`config.mk`:
```
export PLATFORM = sky130hd
export DESIGN_NAME = bch_dec_ctrl
export DESIGN_NICKNAME = d
export VERILOG_FILES = /design/src/rtl/bch_dec_ctrl.sv
export SDC_FILE = /design/constraint.sdc
export NUM_CORES = 1
export LEC_CHECK = 0
export ABC_AREA = 0
export BUFFER_PORTS_ARGS = -buffer_cell sky130_fd_sc_hd__buf_4
export CORE_ASPECT_RATIO = 1.75
export CORE_UTILIZATION = 45
export CTS_CLUSTER_DIAMETER = 30
export CTS_CLUSTER_SIZE = 28
export DETAILED_ROUTE_END_ITERATION = 7
export PLACE_DENSITY = 0.68
export SETUP_SLACK_MARGIN = 0.2
export SLEW_MARGIN = 20
export SYNTH_ARGS = -nofsm -noshare
export SYNTH_HDL_FRONTEND = slang
export SYNTH_SLANG_ARGS = --single-unit
```
`constraint.sdc`:
```
create_clock -name clk -period 3.3 [get_ports clk]
set_input_delay 0.165 -clock clk [delete_from_list [all_inputs] [get_ports clk]]
set_output_delay 0.165 -clock clk [all_outputs]
set_load 0.02 [all_outputs]
```
`src/rtl/bch_dec_ctrl.sv`:
```
// BCH(15,7) t=2 decoder sequencer: syndrome -> BM -> Chien -> corrected out.
// Ports: in_* word handshake, syn_*/bm_*/chien_* datapath links, out_* result.
module bch_dec_ctrl #(
  parameter int unsigned BM_LAT = 1
) (
  input  logic        clk,
  input  logic        rst,
  input  logic        in_valid,
  output logic        in_ready,
  input  logic [14:0] in_data,
  output logic        syn_start,
  output logic [14:0] syn_data,
  input  logic        syn_done,
  input  logic [3:0]  syn_s1,
  input  logic [3:0]  syn_s2,
  input  logic [3:0]  syn_s3,
  output logic [3:0]  bm_s1,
  output logic [3:0]  bm_s2,
  output logic [3:0]  bm_s3,
  input  logic [3:0]  bm_lambda1,
  input  logic [3:0]  bm_lambda2,
  output logic [3:0]  chien_pos,
  output logic [3:0]  chien_lambda1,
  output logic [3:0]  chien_lambda2,
  input  logic        chien_root,
  output logic        out_valid,
  input  logic        out_ready,
  output logic [14:0] out_data,
  output logic [1:0]  out_err_cnt,
  output logic        out_fail
);

  typedef enum logic [2:0] {
    S_IDLE, S_SYN, S_BM, S_CHIEN, S_OUT
  } state_e;

  localparam logic [2:0] BmLast = 3'(BM_LAT);

  state_e      state_q, state_d;
  logic        start_q, start_d;
  logic [14:0] word_q, word_d;
  logic [3:0]  s1_q, s1_d, s2_q, s2_d, s3_q, s3_d;
  logic [2:0]  cnt_q, cnt_d;
  logic [3:0]  l1_q, l1_d, l2_q, l2_d;
  logic [1:0]  deg_q, deg_d;
  logic [3:0]  pos_q, pos_d;
  logic [14:0] mask_q, mask_d;
  logic [1:0]  rcnt_q, rcnt_d;
  logic [14:0] od_q, od_d;
  logic [1:0]  oe_q, oe_d;
  logic        of_q, of_d;

  // Mask/count including this cycle's Chien result, so the last
  // position is folded in on the same edge that leaves CHIEN.
  logic [14:0] mask_nx;
  logic [1:0]  rcnt_nx;
  logic        fail_nx;

  always_comb begin
    mask_nx = mask_q;
    rcnt_nx = rcnt_q;
    if (chien_root) begin
      mask_nx = mask_q | (15'd1 << pos_q);
      if (rcnt_q != 2'd3) rcnt_nx = rcnt_q + 2'd1;
    end
    fail_nx = (rcnt_nx != deg_q) || (deg_q == 2'd0);
  end

  always_comb begin
    state_d = state_q;
    start_d = 1'b0;
    word_d  = word_q;
    s1_d    = s1_q;
    s2_d    = s2_q;
    s3_d    = s3_q;
    cnt_d   = cnt_q;
    l1_d    = l1_q;
    l2_d    = l2_q;
    deg_d   = deg_q;
    pos_d   = pos_q;
    mask_d  = mask_q;
    rcnt_d  = rcnt_q;
    od_d    = od_q;
    oe_d    = oe_q;
    of_d    = of_q;
    unique case (state_q)
      S_IDLE: begin
        if (in_valid) begin
          word_d  = in_data;
          mask_d  = '0;
          rcnt_d  = '0;
          cnt_d   = '0;
          start_d = 1'b1;
          state_d = S_SYN;
        end
      end
      S_SYN: begin
        if (syn_done) begin
          s1_d = syn_s1;
          s2_d = syn_s2;
          s3_d = syn_s3;
          if ((syn_s1 | syn_s2 | syn_s3) == 4'd0) begin
            od_d    = word_q;
            oe_d    = 2'd0;
            of_d    = 1'b0;
            state_d = S_OUT;
          end else begin
            state_d = S_BM;
          end
        end
      end
      S_BM: begin
        if (cnt_q == BmLast) begin
          l1_d    = bm_lambda1;
          l2_d    = bm_lambda2;
          deg_d   = (bm_lambda2 != 4'd0) ? 2'd2 :
                    (bm_lambda1 != 4'd0) ? 2'd1 : 2'd0;
          pos_d   = 4'd0;
          state_d = S_CHIEN;
        end else begin
          cnt_d = cnt_q + 3'd1;
        end
      end
      S_CHIEN: begin
        mask_d = mask_nx;
        rcnt_d = rcnt_nx;
        if (pos_q == 4'd14) begin
          od_d    = fail_nx ? word_q : (word_q ^ mask_nx);
          oe_d    = fail_nx ? 2'd0 : rcnt_nx;
          of_d    = fail_nx;
          pos_d   = 4'd0;
          state_d = S_OUT;
        end else begin
          pos_d = pos_q + 4'd1;
        end
      end
      S_OUT: begin
        if (out_ready) state_d = S_IDLE;
      end
      default: state_d = S_IDLE;
    endcase
  end

  always_ff @(posedge clk) begin
    if (rst) begin
      state_q <= S_IDLE;
      start_q <= 1'b0;
      word_q  <= '0;
      s1_q    <= '0;
      s2_q    <= '0;
      s3_q    <= '0;
      cnt_q   <= '0;
      l1_q    <= '0;
      l2_q    <= '0;
      deg_q   <= '0;
      pos_q   <= '0;
      mask_q  <= '0;
      rcnt_q  <= '0;
      od_q    <= '0;
      oe_q    <= '0;
      of_q    <= 1'b0;
    end else begin
      state_q <= state_d;
      start_q <= start_d;
      word_q  <= word_d;
      s1_q    <= s1_d;
      s2_q    <= s2_d;
      s3_q    <= s3_d;
      cnt_q   <= cnt_d;
      l1_q    <= l1_d;
      l2_q    <= l2_d;
      deg_q   <= deg_d;
      pos_q   <= pos_d;
      mask_q  <= mask_d;
      rcnt_q  <= rcnt_d;
      od_q    <= od_d;
      oe_q    <= oe_d;
      of_q    <= of_d;
    end
  end

  assign in_ready      = (state_q == S_IDLE);
  assign out_valid     = (state_q == S_OUT);
  assign syn_start     = start_q;
  assign syn_data      = word_q;
  assign bm_s1         = s1_q;
  assign bm_s2         = s2_q;
  assign bm_s3         = s3_q;
  assign chien_pos     = pos_q;
  assign chien_lambda1 = l1_q;
  assign chien_lambda2 = l2_q;
  assign out_data      = od_q;
  assign out_err_cnt   = oe_q;
  assign out_fail      = of_q;

endmodule

```
# Yosys cells after proc, flatten, opt, wreduce, memory -nomap -nowiden
# Cells that the tools add are included.
[totals]
register_bits = 83
in_bits = 41
elab_cells = 96
out_inout_bits = 60
[classes]
reduce_logical = 19
bitwise = 5
shift = 1
n_eq_ne = 15
n_addsub = 3
n_mux = 37
[op_table]
columns = ["cell", "count"]
rows = [
  ["15-bit 2-to-1 mux", 6],
  ["15-bit one-hot mux with 2 select lines", 2],
  ["3-bit 2-to-1 mux", 8],
  ["2-bit 2-to-1 mux", 8],
  ["15-bit bitwise OR", 1],
  ["3-bit one-hot mux with 5 select lines", 1],
  ["1-bit by 4-bit << shifter with 15-bit output (first input constant)", 1],
  ["15-bit bitwise XOR", 1],
  ["2-bit != test (second input constant)", 7],
  ["2-bit AND reduction", 5],
  ["4-bit 2-to-1 mux", 2],
  ["4-bit bitwise OR", 2],
  ["2-bit one-hot mux with 2 select lines", 2],
  ["4-bit one-hot mux with 2 select lines", 1],
  ["2-bit nonzero test", 4],
  ["4-bit nonzero test", 2],
  ["3-bit by 1-bit == test with 1-bit output (second input constant)", 2],
  ["3-bit by 2-bit == test with 1-bit output (second input constant)", 2],
  ["3-bit one-hot mux with 2 select lines", 1],
  ["1-bit 2-to-1 mux", 5],
  ["5-bit AND reduction", 1],
  ["4-bit by 1-bit adder with 4-bit output (second input constant)", 1],
  ["4-bit == test (second input constant)", 1],
  ["4-bit zero test", 1],
  ["other kinds (13)", 13],
]

# Longest topological paths before layout
[depth]
word_depth = 8
mapped_depth = 9
mapped_depth_nobuf = 7

# Least setup slack after synthesis
# No wires, ideal clock.
[synth_timing]
path_type = "reg2reg"
startpoint = "register pos_q[1] (netlist: chien_pos[1])"
endpoint = "register od_q[10] (netlist: out_data[10])"
path_stages_with_launch = 9
arrival_time_ns = 1.732
setup_ns = 0.086
setup_slack_ns = 1.483
synth_period_minus_slack_ns = 1.817
path_buffers = 3
required_ns = 3.214
path_cell_list = "dfxtp_1 -> nor2b_1 -> and3_1 -> clkbuf_1 -> a22o_1 -> buf_2 -> buf_2 -> nor2_1 -> a211oi_1"
[synth_via]
elab_chain_len = 7
word_cells_on_any_way = 10
cone_classes = "eq/ne (2); shift (1); mux (4); bitwise (2); reduce/logical (1)"
[synth_lines]
columns = ["item", "line", "text"]
rows = [
  ["start: declaration", "46", "logic [3:0] pos_q, pos_d;"],
  ["start signal: assignment", "173", "pos_q <= pos_d;"],
  ["1-bit by 4-bit << shifter with 15-bit output", "63", "mask_nx = mask_q | (15'd1 << pos_q);"],
  ["15-bit bitwise OR", "63", ""],
  ["15-bit 2-to-1 mux", "62", "if (chien_root) begin"],
  ["15-bit bitwise XOR", "128", "od_d = fail_nx ? word_q : (word_q ^ mask_nx);"],
  ["15-bit 2-to-1 mux", "128", ""],
  ["15-bit 2-to-1 mux", "127", "if (pos_q == 4'd14) begin"],
  ["15-bit one-hot mux with 2 select lines", "86", "unique case (state_q)"],
  ["end signal: assignment", "159", "od_q <= '0;"],
  ["end signal: assignment", "176", "od_q <= od_d;"],
  ["end: declaration", "49", "logic [14:0] od_q, od_d;"],
]
# Parallel ways exist; a longest one is shown, timed or not. The select of a mux whose other input is x is not followed.
# A chain may end at the register's enable or synchronous reset.

# Worst setup path in the final report
[layout_timing]
startpoint = "register rcnt_q[1]"
endpoint = "register od_q[7] (netlist: out_data[7])"
[layout_via]
elab_chain_len = 8
word_cells_on_any_way = 9
cone_classes = "add/sub (1); eq/ne (2); mux (5); reduce/logical (1)"
[layout_lines]
columns = ["item", "line", "text"]
rows = [
  ["start: declaration", "48", "logic [1:0] rcnt_q, rcnt_d;"],
  ["start signal: assignment", "175", "rcnt_q <= rcnt_d;"],
  ["2-bit by 1-bit adder with 2-bit output or 2-bit != test (tied branches)", "64", "if (rcnt_q != 2'd3) rcnt_nx = rcnt_q + 2'd1;"],
  ["2-bit 2-to-1 mux", "64", ""],
  ["2-bit 2-to-1 mux *", "62", ""],
  ["2-bit != test *", "66", "fail_nx = (rcnt_nx != deg_q) || (deg_q == 2'd0);"],
  ["1-bit logical OR *", "66", ""],
  ["15-bit 2-to-1 mux *", "128", ""],
  ["15-bit 2-to-1 mux *", "127", ""],
  ["15-bit one-hot mux with 2 select lines *", "86", ""],
]
# Every way passes the cells marked *; elsewhere a longest branch is shown, timed or not. The select of a mux whose other input is x is not followed.

==> reports/summary.txt <==
Worst Hold End: syn_data[7]$_SDFFE_PP0P_
Vias per cell: 5.58
Cell taking the most area after synthesis: dfxtp_1
Simple-gate share of the synthesized area: 0.221
Worst-Skew Late Latency: 0.34 ns
R2R cell count: 5
CTS Root Cell: clkbuf_16
Ys flop type: dfxtp_1
Mapped cell area: 3770 um2
Core ar.: 8020 um2
LEAKAGE: 0.00181 uW
Synthesized instance count: 447
Sink Count: 83
TritonCTS clock tree: done
Area Overhead vs Synth: 27.3%
WHS Path Cells: 3
Mux contribution to synthesized area: 0.00299
Critical-path top delay cell: o21bai_2
Top Ports: 101
Remaining DRCs: 5
Synth area leaders: dfxtp_1, nand2_1, a21oi_1
Setup WS post-layout: 1.16 ns
Gpl congestion: 0.778
Number of global-route vias before repair: 3207
Crit. End Element: register
Warnings, synthesis: 0
Ys async rst share: 0
Vias post-DR: 3450
Max-slew violations: 0
Global route overflow: 0
Setup TNS: 0 ns
WL/cell: 15.2 um
Overall die area: 8760 um2
Startpoint Class: register
Post-synth EDFFs: 0
Max-Cap Viols: 0
Clock period minus worst slack: 2.14 ns
Yosys reg bits: 83
Dpl cell area: 4490 um2
Post-synthesis adder-cell area fraction: 0.0133
CP peak stage delay: 0.69 ns
CTS Buf Count: 9
Total GRT Usage: 0.226
CP max FO: 17
Finished Core Util: 0.599
Initial Utilization: 0.470
Design Area, Final: 4800 um2
DP HPWL: 6.63 mm
Rel. slew slack: 0.418
Maximum VDD drop: 0.000326 V
CP required: 3.54 ns
Seq/Total Area, Yosys: 0.441
Hold/Removal Path Class: in -> reg
Die X: 71.2 um
Failing checks: DRC
Status: finished with violations
Fmax: 467 MHz
Setup Fix Bufs, Post-CTS: 0
Pwr Total: 2330 uW
# rows: 43
Pre-CTS setup slack: 1.15 ns
Synth unique cells: 49
Top cell type's share of synthesized area: 0.441
Cts hold-fix bufs: 0
Post-CTS sizing: 0
Final wirelength: 9.42 mm
H-tree depth: 3
Post-synthesis xor/xnor area fraction: 0.0395
Terminus of the critical flop-to-flop path: out_data[7]$_SDFFE_PP0P_
Drt first pass iters: 7
Main combinational cell family by area after synthesis: compound AO/OA/AOI/OAI gates
Power Density: 486 nW/um2
Diode count: 0
Hold path startpoint: in_data[7]
Iter 0 DRT Violations: 166
Clock skew: 0.00797 ns
DIE HEIGHT: 123 um
Post-synthesis compound-gate area fraction: 0.227
Fin nets: 568
Syn Area/Cell: 8.43 um2
Final hold vios: 0
Worst path arrival time: 2.39 ns
FF-to-FF Start: rcnt_q[1]$_SDFFE_PP0P_
CP Cell Sequence: and4bb_1 -> o21bai_2 -> a311oi_2 -> xnor2_1 -> a211oi_1
Top-count cell post-synth: dfxtp_1
Layout cells sized above 1: 0.258
CTS clk-pin slew, worst paths: 0.06 ns
Setup CP Type: reg -> reg
Unrepaired setup endpoints after global routing: no
Syn nets: 492
Minimum setup slack among reg-to-reg paths: 1.16 ns
Antenna violations before repair: 0
Final setup fails: 0
Most frequent cells after synthesis: dfxtp_1, nand2_1, a21oi_1
Final ANT Viol Nets: 0
Largest net degree at the start of global routing: 84
Measured slew at the worst slew-check pin: 0.873 ns
Port Buffers: 100
First-pass GRT wire length: 15.2 mm
Crit share post-route: 0.650
Clock Tree Buf Depth: 2
critical path, delay by kind of cell, from the launching register on:
family | cells | cell delay, ns
AOI/OAI and AO/OA | 3 | 1.15
xor gates and xnor gates | 1 | 0.17
and+or+nand+nor | 1 | 0.24
DFF | 1 | 0.49
stage by stage:
step / hold slack, ns / instances
3_3_place_gp: 0.413 / 602
5_1_grt: 0.0769 / 618
4_1_cts: 0.0663 / 618
2_1_floorplan: 0.301 / 447
3_5_place_dp: 0.422 / 602
6_report: 0.0731 / 618
where the power goes:
| part | switching, uW | internal [uW] | total (uW) |
|---|---|---|---|
| combinational | 144 | 104 | 247 |
| sequential | 28.3 | 1030 | 1060 |
| clock | 380 | 649 | 1030 |
| total | 552 | 1780 | 2330 |
worst max path at each step:
stage	startpoint	endpoint	slack (ns)	depth (start not counted)
final	rcnt_q[1]$_SDFFE_PP0P_	out_data[7]$_SDFFE_PP0P_	1.16	5
after global routing	deg_q[1]$_SDFFE_PP0P_	out_data[3]$_SDFFE_PP0P_	0.96	5
after CTS	rcnt_q[1]$_SDFFE_PP0P_	out_data[3]$_SDFFE_PP0P_	1.13	5
after detailed placement	rcnt_q[1]$_SDFFE_PP0P_	out_data[3]$_SDFFE_PP0P_	1.15	5
after global placement	rcnt_q[1]$_SDFFE_PP0P_	out_data[3]$_SDFFE_PP0P_	1.20	5
after floorplan	chien_pos[1]$_SDFFE_PP0P_	out_data[10]$_SDFFE_PP0P_	1.48	8
layer usage:
metal,routed length (um),GRT usage
met5,0,0
met4,230,0.116
met3,452,0.0522
met2,5100,0.413
met1,3640,0.237
placed cells by master (no fill, tap or decap), types with 7 or more instances in the layout:
| cell type | n |
|---|---|
| buf_4 | 106 |
| dfxtp_1 | 83 |
| nand2_1 | 81 |
| a21oi_1 | 58 |
| nor2_1 | 42 |
| a211oi_1 | 17 |
| xnor2_1 | 15 |
| a22oi_1 | 10 |
| clkbuf_16 | 9 |
| a311oi_2 | 8 |
| nor3_1 | 7 |
| nand3_1 | 7 |
| a311oi_1 | 7 |
kinds of logic (layout without fill, tap and decap cells):
logic type / count (synthesis) / count (layout)
xor+xnor: 17 / 17
mux: 1 / 1
fa+ha+maj: 4 / 4
buf+inv: 47 / 128
compound gates: 121 / 121
flops: 83 / 83
simple gates: 174 / 174
flip-flops by register name (all words and copies together), names as in the netlist, 3 cells and up:
register       cells
bm_s1              4
bm_s2              4
bm_s3              4
chien_lambda1      4
chien_lambda2      4
chien_pos          4
cnt_q              3
mask_q            15
out_data          15
state_q            3
syn_data          15
area by class of cell:
class / instances / area, um2
sequential: 83 / 1660
multi-input combinational: 317 / 1900
fill: 731 / 3220
timing repair buffer: 106 / 796
tap: 90 / 113
clock inverter: 1 / 30.0
clock buffer: 15 / 278
inverter: 6 / 22.5
Note: power is estimated with default switching activity, not from simulation.
